**src/rtl/fbw_pkg.sv**
```systemverilog
// ============================================================================
// Module   : fbw_pkg
// Purpose  : Shared state/grant encodings and default sizing for fb_write_arbiter.
// Revision : 1.0 - initial release
// ============================================================================
`default_nettype none

package fbw_pkg;

  localparam int c_NPIX_DEFAULT = 19200;

  typedef enum logic [0:0] {
    ST_RUN   = 1'b0,
    ST_CLEAR = 1'b1
  } fbw_state_e;

  typedef enum logic [1:0] {
    GNT_NONE = 2'd0,
    GNT_CAM  = 2'd1,
    GNT_HOST = 2'd2
  } fbw_gnt_e;

endpackage

`default_nettype wire

```
**src/rtl/fb_write_arbiter_if.sv**
```systemverilog
// ============================================================================
// Module   : fb_write_arbiter_if
// Purpose  : Camera, host, clear and RAM-write signal bundle.
//            frame_pix_cnt exists only when FBW_PIXCNT_EN is defined.
// Revision : 1.0 - initial release
// ============================================================================
`default_nettype none

interface fb_write_arbiter_if #(
  parameter int AW = 17,
  parameter int DW = 16
);
  logic          cam_sof;
  logic          cam_valid;
  logic [DW-1:0] cam_data;
  logic          cam_ready;
  logic          host_valid;
  logic [AW-1:0] host_addr;
  logic [DW-1:0] host_data;
  logic          host_ready;
  logic          clr_start;
  logic [DW-1:0] clr_color;
  logic          clr_busy;
  logic          clr_done;
  logic [AW-1:0] mem_addr;
  logic [DW-1:0] mem_data;
  logic          mem_we;
`ifdef FBW_PIXCNT_EN
  logic [15:0]   frame_pix_cnt;
`endif

  modport slave (
`ifdef FBW_PIXCNT_EN
    output frame_pix_cnt,
`endif
    input  cam_sof, cam_valid, cam_data, host_valid, host_addr, host_data,
           clr_start, clr_color,
    output cam_ready, host_ready, clr_busy, clr_done, mem_addr, mem_data, mem_we
  );

  modport master (
`ifdef FBW_PIXCNT_EN
    input  frame_pix_cnt,
`endif
    output cam_sof, cam_valid, cam_data, host_valid, host_addr, host_data,
           clr_start, clr_color,
    input  cam_ready, host_ready, clr_busy, clr_done, mem_addr, mem_data, mem_we
  );

endinterface

`default_nettype wire

```
**src/rtl/rr_arb2.sv**
```systemverilog
// ============================================================================
// Module   : rr_arb2
// Purpose  : Two-requester round-robin arbiter; req[0]=camera, req[1]=host.
// Revision : 1.0 - initial release
// ============================================================================
`default_nettype none

module rr_arb2
  import fbw_pkg::*;
(
  input  logic       clk,
  input  logic       rst_n,
  input  logic       en,
  input  logic [1:0] req,
  output logic [1:0] gnt
);

  fbw_gnt_e r_last;
  fbw_gnt_e w_gnt;

  always_comb begin
    w_gnt = GNT_NONE;
    if (en) begin
      if (req == 2'b11)
        w_gnt = (r_last == GNT_HOST) ? GNT_CAM : GNT_HOST;
      else if (req[0])
        w_gnt = GNT_CAM;
      else if (req[1])
        w_gnt = GNT_HOST;
    end
  end

  assign gnt = {w_gnt == GNT_HOST, w_gnt == GNT_CAM};

  // Starting from HOST lets the camera win the first tie after reset.
  always_ff @(posedge clk or negedge rst_n) begin
    if (!rst_n)
      r_last <= GNT_HOST;
    else if (w_gnt != GNT_NONE)
      r_last <= w_gnt;
  end

endmodule

`default_nettype wire

```
**src/rtl/fb_write_arbiter.sv**
```systemverilog
// ============================================================================
// Module   : fb_write_arbiter
// Purpose  : Shares the framebuffer RAM write port between camera, host and a
//            clear engine. Define FBW_PIXCNT_EN to add per-frame pixel counting.
// Revision : 1.0 - initial release
// ============================================================================
`default_nettype none

module fb_write_arbiter
  import fbw_pkg::*;
#(
  parameter int AW   = 17,
  parameter int DW   = 16,
  parameter int NPIX = c_NPIX_DEFAULT
) (
  input  logic                clk,
  input  logic                rst_n,
  fb_write_arbiter_if.slave   bus
);

  if ((NPIX < 1) || (longint'(NPIX) > (longint'(1) << AW))) begin : g_npix_check
    $error("fb_write_arbiter: NPIX must be in 1..2**AW");
  end

  localparam logic [AW-1:0] c_LAST = AW'(NPIX - 1);

  fbw_state_e    r_state;
  fbw_state_e    w_state_nxt;
  logic [AW-1:0] r_cam_cnt;
  logic [AW-1:0] r_clr_cnt;
  logic [DW-1:0] r_clr_color;
  logic          r_mem_we;
  logic [AW-1:0] r_mem_addr;
  logic [DW-1:0] r_mem_data;
  logic          r_clr_done;

  logic [1:0]    w_gnt;
  logic          w_arb_en;
  logic          w_cam_acc;
  logic          w_host_acc;
  logic          w_clr_last;
  logic [AW-1:0] w_cam_addr;
  logic [AW-1:0] w_cam_nxt;

  // A clear request pre-empts both sources in the cycle it is seen.
  assign w_arb_en = (r_state == ST_RUN) && !bus.clr_start;

  rr_arb2 u_arb (
    .clk   (clk),
    .rst_n (rst_n),
    .en    (w_arb_en),
    .req   ({bus.host_valid, bus.cam_valid}),
    .gnt   (w_gnt)
  );

  assign w_cam_acc  = w_gnt[0];
  assign w_host_acc = w_gnt[1];
  assign w_clr_last = (r_clr_cnt == c_LAST);
  assign w_cam_addr = bus.cam_sof ? '0 : r_cam_cnt;
  assign w_cam_nxt  = (w_cam_addr == c_LAST) ? '0 : w_cam_addr + 1'b1;

  always_comb begin
    w_state_nxt = r_state;
    case (r_state)
      ST_RUN:   if (bus.clr_start) w_state_nxt = ST_CLEAR;
      ST_CLEAR: if (w_clr_last)    w_state_nxt = ST_RUN;
      default:                     w_state_nxt = ST_RUN;
    endcase
  end

  always_ff @(posedge clk or negedge rst_n) begin
    if (!rst_n)
      r_state <= ST_RUN;
    else
      r_state <= w_state_nxt;
  end

  always_ff @(posedge clk or negedge rst_n) begin
    if (!rst_n) begin
      r_cam_cnt <= '0;
    end else if (w_cam_acc) begin
      r_cam_cnt <= w_cam_nxt;
    end else if (bus.cam_sof) begin
      r_cam_cnt <= '0;
    end
  end

  always_ff @(posedge clk or negedge rst_n) begin
    if (!rst_n) begin
      r_clr_cnt   <= '0;
      r_clr_color <= '0;
    end else if (r_state == ST_RUN) begin
      if (bus.clr_start) begin
        r_clr_cnt   <= '0;
        r_clr_color <= bus.clr_color;
      end
    end else begin
      r_clr_cnt <= r_clr_cnt + 1'b1;
    end
  end

  // Single registered write stage; address/data hold when idle.
  always_ff @(posedge clk or negedge rst_n) begin
    if (!rst_n) begin
      r_mem_we   <= 1'b0;
      r_mem_addr <= '0;
      r_mem_data <= '0;
      r_clr_done <= 1'b0;
    end else begin
      r_mem_we   <= 1'b0;
      r_clr_done <= 1'b0;
      if (r_state == ST_CLEAR) begin
        r_mem_we   <= 1'b1;
        r_mem_addr <= r_clr_cnt;
        r_mem_data <= r_clr_color;
        r_clr_done <= w_clr_last;
      end else if (w_cam_acc) begin
        r_mem_we   <= 1'b1;
        r_mem_addr <= w_cam_addr;
        r_mem_data <= bus.cam_data;
      end else if (w_host_acc) begin
        r_mem_we   <= 1'b1;
        r_mem_addr <= bus.host_addr;
        r_mem_data <= bus.host_data;
      end
    end
  end

  assign bus.cam_ready  = w_cam_acc;
  assign bus.host_ready = w_host_acc;
  assign bus.clr_busy   = (r_state == ST_CLEAR);
  assign bus.clr_done   = r_clr_done;
  assign bus.mem_we     = r_mem_we;
  assign bus.mem_addr   = r_mem_addr;
  assign bus.mem_data   = r_mem_data;

`ifdef FBW_PIXCNT_EN
  logic [15:0] r_pix_acc;
  logic [15:0] r_frame_pix;
  logic [15:0] w_pix_sum;

  assign w_pix_sum = (r_pix_acc == 16'hFFFF) ? r_pix_acc : r_pix_acc + {15'd0, w_cam_acc};

  // The beat coinciding with SOF is counted in both the closing and the new frame.
  always_ff @(posedge clk or negedge rst_n) begin
    if (!rst_n) begin
      r_pix_acc   <= '0;
      r_frame_pix <= '0;
    end else if (bus.cam_sof) begin
      r_frame_pix <= w_pix_sum;
      r_pix_acc   <= {15'd0, w_cam_acc};
    end else begin
      r_pix_acc <= w_pix_sum;
    end
  end

  assign bus.frame_pix_cnt = r_frame_pix;
`endif

endmodule

`default_nettype wire

```
**src/flat_wrapper.sv**
```systemverilog
// flat-port wrapper written by rule: the top's interface ports become plain ports
module fb_write_arbiter_flat import fbw_pkg::*;
#(
  parameter int AW   = 17,
  parameter int DW   = 16,
  parameter int NPIX = c_NPIX_DEFAULT
)
  (clk, rst_n, bus_cam_sof, bus_cam_valid, bus_cam_data, bus_host_valid, bus_host_addr, bus_host_data, bus_clr_start, bus_clr_color, bus_cam_ready, bus_host_ready, bus_clr_busy, bus_clr_done, bus_mem_addr, bus_mem_data, bus_mem_we);
  fb_write_arbiter_if #(.AW(AW), .DW(DW)) bus_i ();
  input  logic clk;
  input  logic rst_n;
  input wire logic [$bits(bus_i.cam_sof)-1:0] bus_cam_sof;
  input wire logic [$bits(bus_i.cam_valid)-1:0] bus_cam_valid;
  input wire logic [$bits(bus_i.cam_data)-1:0] bus_cam_data;
  input wire logic [$bits(bus_i.host_valid)-1:0] bus_host_valid;
  input wire logic [$bits(bus_i.host_addr)-1:0] bus_host_addr;
  input wire logic [$bits(bus_i.host_data)-1:0] bus_host_data;
  input wire logic [$bits(bus_i.clr_start)-1:0] bus_clr_start;
  input wire logic [$bits(bus_i.clr_color)-1:0] bus_clr_color;
  output wire logic [$bits(bus_i.cam_ready)-1:0] bus_cam_ready;
  output wire logic [$bits(bus_i.host_ready)-1:0] bus_host_ready;
  output wire logic [$bits(bus_i.clr_busy)-1:0] bus_clr_busy;
  output wire logic [$bits(bus_i.clr_done)-1:0] bus_clr_done;
  output wire logic [$bits(bus_i.mem_addr)-1:0] bus_mem_addr;
  output wire logic [$bits(bus_i.mem_data)-1:0] bus_mem_data;
  output wire logic [$bits(bus_i.mem_we)-1:0] bus_mem_we;
  assign bus_i.cam_sof = bus_cam_sof;
  assign bus_i.cam_valid = bus_cam_valid;
  assign bus_i.cam_data = bus_cam_data;
  assign bus_i.host_valid = bus_host_valid;
  assign bus_i.host_addr = bus_host_addr;
  assign bus_i.host_data = bus_host_data;
  assign bus_i.clr_start = bus_clr_start;
  assign bus_i.clr_color = bus_clr_color;
  assign bus_cam_ready = bus_i.cam_ready;
  assign bus_host_ready = bus_i.host_ready;
  assign bus_clr_busy = bus_i.clr_busy;
  assign bus_clr_done = bus_i.clr_done;
  assign bus_mem_addr = bus_i.mem_addr;
  assign bus_mem_data = bus_i.mem_data;
  assign bus_mem_we = bus_i.mem_we;
  fb_write_arbiter #(.AW(AW), .DW(DW), .NPIX(NPIX)) u_core (.clk(clk), .rst_n(rst_n), .bus(bus_i));
endmodule
```
**config.mk**
```make
export PLATFORM = sky130hd
export DESIGN_NAME = fb_write_arbiter_flat
export DESIGN_NICKNAME = d
export VERILOG_FILES = /design/src/rtl/fbw_pkg.sv /design/src/rtl/fb_write_arbiter_if.sv /design/src/rtl/rr_arb2.sv /design/src/rtl/fb_write_arbiter.sv /design/src/flat_wrapper.sv
export SDC_FILE = /design/constraint.sdc
export NUM_CORES = 1
export LEC_CHECK = 0
export ABC_AREA = 1
export CORE_ASPECT_RATIO = 1.1
export CORE_MARGIN = 3
export CORE_UTILIZATION = 29
export CTS_CLUSTER_SIZE = 20
export DETAILED_ROUTE_END_ITERATION = 8
export SLEW_MARGIN = 20
export SYNTH_ARGS = -nofsm -noshare
export SYNTH_HDL_FRONTEND = slang
export SYNTH_SLANG_ARGS = --single-unit
```
**constraint.sdc**
```tcl
create_clock -name clk -period 3 [get_ports clk]
set_clock_uncertainty 0.05 [all_clocks]
set_input_delay 0.6 -clock clk [delete_from_list [all_inputs] [get_ports clk]]
set_output_delay 0.6 -clock clk [all_outputs]
set_load 0.1 [all_outputs]
```
Word-level counts from Yosys, hierarchy flattened

Index checks and enable logic that the tools add are counted.

Register bits after elaboration: 88
Bits in latches: 0
Memory bits (writable): 0
Bits in read-only memories: 0
Input bits: 71
Word-level logic and storage cells: 47
Memories kept: 0

Add/sub/neg operators: 2
Multipliers: 0
Divide/modulo/power cells: 0
$lt $le $gt $ge: 0
Equal/unequal tests: 6
Shifts and indexed selects: 0
Muxes and demuxes: 23
Bitwise gates (word level): 1
Reduce and logical (&&, ||, !) cells: 6

Operator list:

| kind                    | number |
|---|---|
| $mux W17                | 8 |
| $mux W16                | 3 |
| $add A17 B1 Y17 const B | 2 |
| $eq A17 B15 Y1 const B  | 2 |
| $mux W2                 | 5 |
| $eq A2 B2 Y1 const B    | 3 |
| $mux W1                 | 6 |
| $reduce_bool A2 Y1      | 2 |
| $reduce_bool A3 Y1      | 1 |
| $eq A2 B1 Y1 const B    | 1 |
| $pmux W1 S2             | 1 |
| $reduce_and A2 Y1       | 1 |
| $logic_and A1 B1 Y1     | 1 |
| $logic_not A1 Y1        | 1 |
| $not A1 Y1              | 1 |

Depth between registers and ports, before layout

Gate-level depths: netlist of run 1.

Word-level depth: 8
Mapped depth: 14

Modules after synthesis

A second synthesis of run 1 with hierarchy kept.

Cell total of the unflattened synthesis: 567
Area, all modules: 4544.4 um^2

Modules (own cells, without submodules):

| module           | times used | cells each | area each (um^2) | sequential area each (um^2) |
|---|---|---|---|---|
| fb_write_arbiter | 1          | 548        | 4426.7           | 2152.1 |
| rr_arb2          | 1          | 19         | 117.6            | 51.3 |

Worst setup path before layout of run 1

Ideal clock, no wire load.

Path type: reg2reg
From: reg u_core.r_state, in the netlist u_core.bus.clr_busy
To: reg u_core.r_cam_cnt[14]
Library setup time: 117 ps
Arrival: 3187 ps
Data required time: 2833 ps
Path slack: -353 ps
Cell stages (with the launch flop): 14
Buffers on the path: 1
Cells stage by stage: dfrtp_1 -> nor2_1 -> inv_1 -> nor2_1 -> inv_1 -> ha_1 -> buf_4 -> inv_2 -> nor3_2 -> nand2_1 -> nor2_1 -> nand2_1 -> nand2_1 -> nor2_1

Word-level cells in the longest chain between the ends: 5

Ends and longest elaborated chain:

| element                     | line                   | source |
|---|---|---|
| start, declared             | fb_write_arbiter.sv:27 | `fbw_state_e r_state;` |
| start signal, assigned      | fb_write_arbiter.sv:75 | `r_state <= w_state_nxt;` |
| $not A1 Y1 (no source line) | -                      |  |
| $logic_and A1 B1 Y1         | fb_write_arbiter.sv:46 | `assign w_arb_en = (r_state == ST_RUN) && !bus.clr_start;` |
| $mux W2                     | rr_arb2.sv:23          | `if (en) begin` |
| via u_core.u_arb.w_gnt[1]   | rr_arb2.sv:19          | `fbw_gnt_e w_gnt;` |
| $eq A2 B1 Y1                | rr_arb2.sv:33          | `assign gnt = {w_gnt == GNT_HOST, w_gnt == GNT_CAM};` |
| via bus_cam_ready           | flat_wrapper.sv:20     | `output wire logic [$bits(bus_i.cam_ready)-1:0] bus_cam_ready;` |
| $mux W17                    | fb_write_arbiter.sv:81 | `end else if (w_cam_acc) begin` |
| end signal, assigned        | fb_write_arbiter.sv:82 | `r_cam_cnt <= w_cam_nxt;` |
| end, declared               | fb_write_arbiter.sv:29 | `logic [AW-1:0] r_cam_cnt;` |

The timed path passes the listed nets, and every way through them passes these cells.
A chain may end at the register's enable or synchronous reset.

Worst setup path after layout of run 1

From: in bus_cam_valid
To: out bus_cam_ready

Word-level cells in the longest chain between the ends: 4

Ends and longest elaborated chain:

| element                                 | line                         | source |
|---|---|---|
| start, declared                         | flat_wrapper.sv:13           | `input wire logic [$bits(bus_i.cam_valid)-1:0] bus_cam_valid;` |
| $eq A2 B2 Y1 or $mux W2 (tied branches) | rr_arb2.sv:24, rr_arb2.sv:26 |  |
| $mux W2 (*)                             | rr_arb2.sv:24                | `if (req == 2'b11)` |
| $mux W2 (*)                             | rr_arb2.sv:23                |  |
| via u_core.u_arb.w_gnt[0]               | rr_arb2.sv:19                |  |
| $eq A2 B1 Y1 (*)                        | rr_arb2.sv:33                |  |
| end, declared                           | flat_wrapper.sv:20           |  |

Mark *: on every way through the listed nets, which the timed path passes. The rest lies on a longest branch.

==> impl_results.md, run 1 <==
* Die width at 127 um
* Pre-antenna DRT Iters at 5
* Clk sink count at 88
* TNS Setup at 0 ns
* Switching power at 1600 uW
* Cell area after synthesis at 4640 um2
* P_int at 2360 uW
* I/O pin cnt at 109
* Commonest non-fill, non-tap cell in the layout: nand2_1
* Fmax at 0.353 GHz
* Row Count at 47
* GP Congestion at 0.839
* Crit. End Element: output port
* Share of layout cells above drive strength 1 at 0.141
* Unrepaired setup endpoints after global routing: false
* Peak supply drop at 272 uV
* Vias/cell at 4.62
* Critical path arrival at 2.18 ns
* Grt ovf at 0
* Reg2Reg Depth at 13
* Critical Path Stages at 8
* Total GRT Usage at 0.165
* CTS H-tree depth at 3
* Initial Utilization at 0.302
* CTS tree: done
* CTS root buf: clkbuf_16
* CP max stage cell: clkdlybuf4s50_1
* Asr flop ratio synth at 1.00
* Yosys cell types at 34
* Number of synthesized flops with an enable pin at 0
* Sw frac at 0.404
* Pwr per Cell Area at 632 nW/um2
* Worst path bufs/invs at 4
* First-pass GRT wire length at 23100 um
* Cts bufs inserted at 9
* Slew margin rel. at 0.612
* Final worst path period need at 2.83 ns
* Most frequent cells in the layout: nand2_1, dfrtp_1, nor2_1, clkdlybuf4s50_1
* Chip Height at 139 um
* Latest clock arrival within the worst-skew pair at 0.34 ns
* Yosys reg bits at 88
* Vias at 4247
* Final setup violation count at 0
* Startpoint type of the worst setup path: primary input
* CP peak stage delay at 0.49 ns
* Iteration-0 DRC Markers at 230
* Routed Antenna Nets at 0
* Largest net degree at the start of global routing at 43
* Gate power share at 0.318
* Syn_nets at 679
* Post-CTS setup buffer count at 0
* Total core area at 15300 um2
* Vias in the first global route at 4306
* Routed WL per cell at 15.4 um
* Final nets at 794
* Final HPWL DP at 10700 um
* Initial antenna violation count at 1
* Worst-Margin Slew at 0.581 ns
* Area Growth Syn to Fin at 34.8%
* Final WL at 14200 um
* Worst-path clk slew at 0.07 ns
* Longest Clk Path Bufs at 2
* Clk pwr share at 0.295
* Seq/Total Area, Yosys at 0.475
* Avg Inst Size Synth at 7.69 um2
* Fin cells at 920
* Share of power burned in registers at 0.387
* Worst min-delay path class: primary input to async pin
* Hold buffers post-CTS at 0
* Worst path cell trace: clkdlybuf4s50_1 -> nand2_1 -> o21ai_0 -> nand3_1 -> inv_1 -> ha_2 -> buf_12 -> buf_12
* Final slew viol count at 0
* YS warnings at 0
* Count of final hold-check violations at 0
* DIE AREA at 17500 um2
* Kind of critical path: primary input to output port
* Required time of the critical path at 2.35 ns
* CP dominant cell by count: buf_12
* Leak pwr at 0.00291 uW
* DRC violations left at 0
* Port Buffers at 108
* Tcrit/Tclk final at 0.943
* Primary FF master, synth: dfrtp_1
* Crit-path max FO at 23
* Placed cell count at 903
* Post-CTS Resized at 0
* Family with the most delay on the worst path: buffers and inverters
* Outcome: complete, no violations
* Mapped Cells at 603
* Filler Cell Count at 1524
* Max cap viols at 0
==> synthesized netlist by cell type, types with 6 or more instances <==
cell | count | area share
a21oi_1 | 13 | 0.014
a22oi_1 | 8 | 0.013
buf_2 | 8 | 0.0086
clkbuf_1 | 11 | 0.0089
dfrtp_1 | 87 | 0.47
inv_1 | 53 | 0.043
nand2_1 | 177 | 0.14
nand3_1 | 34 | 0.037
nor2_1 | 75 | 0.061
nor3_1 | 6 | 0.0065
o211ai_1 | 19 | 0.031
o21ai_0 | 52 | 0.056
==> per-stage QoR <==
stage / power, uW / setup WS (ns) / instance area [um2] / util / hold WS [ns]
after floorplan: 2410 / 0.292 / 4640 / - / 0.254
after global placement: 2810 / 0.206 / 5950 / 0.387 / 0.406
after detailed placement: 2820 / 0.192 / 5950 / 0.387 / 0.409
after CTS: 3990 / 0.181 / 6250 / 0.407 / 0.216
after global routing: 4140 / 0.0740 / 6250 / 0.407 / 0.236
final: 3950 / 0.170 / 6250 / 0.407 / 0.200
==> routing by layer <==
metal	vias to the layer above	wire [um]	global-route usage	part of all wire
li1	2179	-	-	-
met1	1959	6560	0.224	0.46
met2	88	6800	0.266	0.48
met3	21	480	0.0258	0.034
met4	0	340	0.0610	0.024
met5	-	0	0	0
==> worst paths after layout <==
path | startpoint | endpoint | slack [ns]
setup reg to reg | u_core.u_arb.r_last[1] | u_core.r_cam_cnt[11] | 0.74
min in group clk | u_core.r_clr_color[7] | u_core.r_clr_color[7] | 0.42
max in group asynchronous | rst_n | u_core.u_arb.r_last[1] | 1.97
hold / removal | rst_n | u_core.r_clr_color[13] | 0.20
hold reg to reg | u_core.r_clr_color[7] | u_core.r_clr_color[7] | 0.42
setup / recovery | bus_cam_valid | bus_cam_ready | 0.17
==> layout make-up <==
type / count / area (um2) / area share
inverter: 59 / 221 / 0.0354
tap: 196 / 245 / 0.0392
timing repair buffer: 127 / 1190 / 0.190
clock buffer: 10 / 229 / 0.0366
sequential: 88 / 2200 / 0.353
antenna: 1 / 2.50 / 0.000400
multi-input combinational: 433 / 2090 / 0.334
clock inverter: 6 / 75.1 / 0.0120
==> registers in the layout, indices dropped and copies added (netlist names) <==
signal and cells:
u_core.bus.mem_addr 17, u_core.r_cam_cnt 17, u_core.r_clr_cnt 17, u_core.bus.mem_data 16
u_core.r_clr_color 16, u_core.u_arb.r_last 2, u_core.bus.clr_busy 1, u_core.bus.clr_done 1
u_core.bus.mem_we 1
==> kinds of logic (layout without fill, tap and decap cells) <==
family          Yosys count  count (layout)  synth area share
xor+xnor                  7               7            0.0132
flops                    88              88             0.475
compound gates          104             104             0.130
other cells               0               1                 0
fa+ha+maj                 5               5            0.0135
buf+inv                  82             202            0.0761
simple gates            317             317             0.292
==> power by group through the flow <==
stage	Sequential (uW)	Clock (uW)	Combinational, uW
after floorplan	2150	0	265
after global placement	1550	0	1260
after detailed placement	1550	0	1270
after CTS	1530	1200	1270
after global routing	1560	1240	1340
final	1530	1170	1260
==> worst reg2reg max path, cell delays in order, from the launching register on <==
cell,delay (ns)
dfstp_2,0.53
nand2_1,0.05
o21ai_0,0.21
nand3_1,0.14
inv_1,0.08
ha_2,0.22
buf_12,0.19
nand3_4,0.11
nor2_4,0.15
nand2_2,0.10
nor2_1,0.15
nand2_1,0.07
nand2_1,0.06
nor2_1,0.04
Power figures use the tool's default switching activity.
==> run 2, diff against run 1 <==
--- a/config.mk
+++ b/config.mk
@@ -9,9 +9,10 @@
 export CORE_ASPECT_RATIO = 1.1
 export CORE_MARGIN = 3
 export CORE_UTILIZATION = 29
-export CTS_CLUSTER_SIZE = 20
+export CTS_CLUSTER_DIAMETER = 80
+export CTS_CLUSTER_SIZE = 40
 export DETAILED_ROUTE_END_ITERATION = 8
-export SLEW_MARGIN = 20
+export SLEW_MARGIN = 30
 export SYNTH_ARGS = -nofsm -noshare
 export SYNTH_HDL_FRONTEND = slang
 export SYNTH_SLANG_ARGS = --single-unit
==> results of run 2 <==
Same layout as run 1: the final DEF is identical, and so are final timing and power.
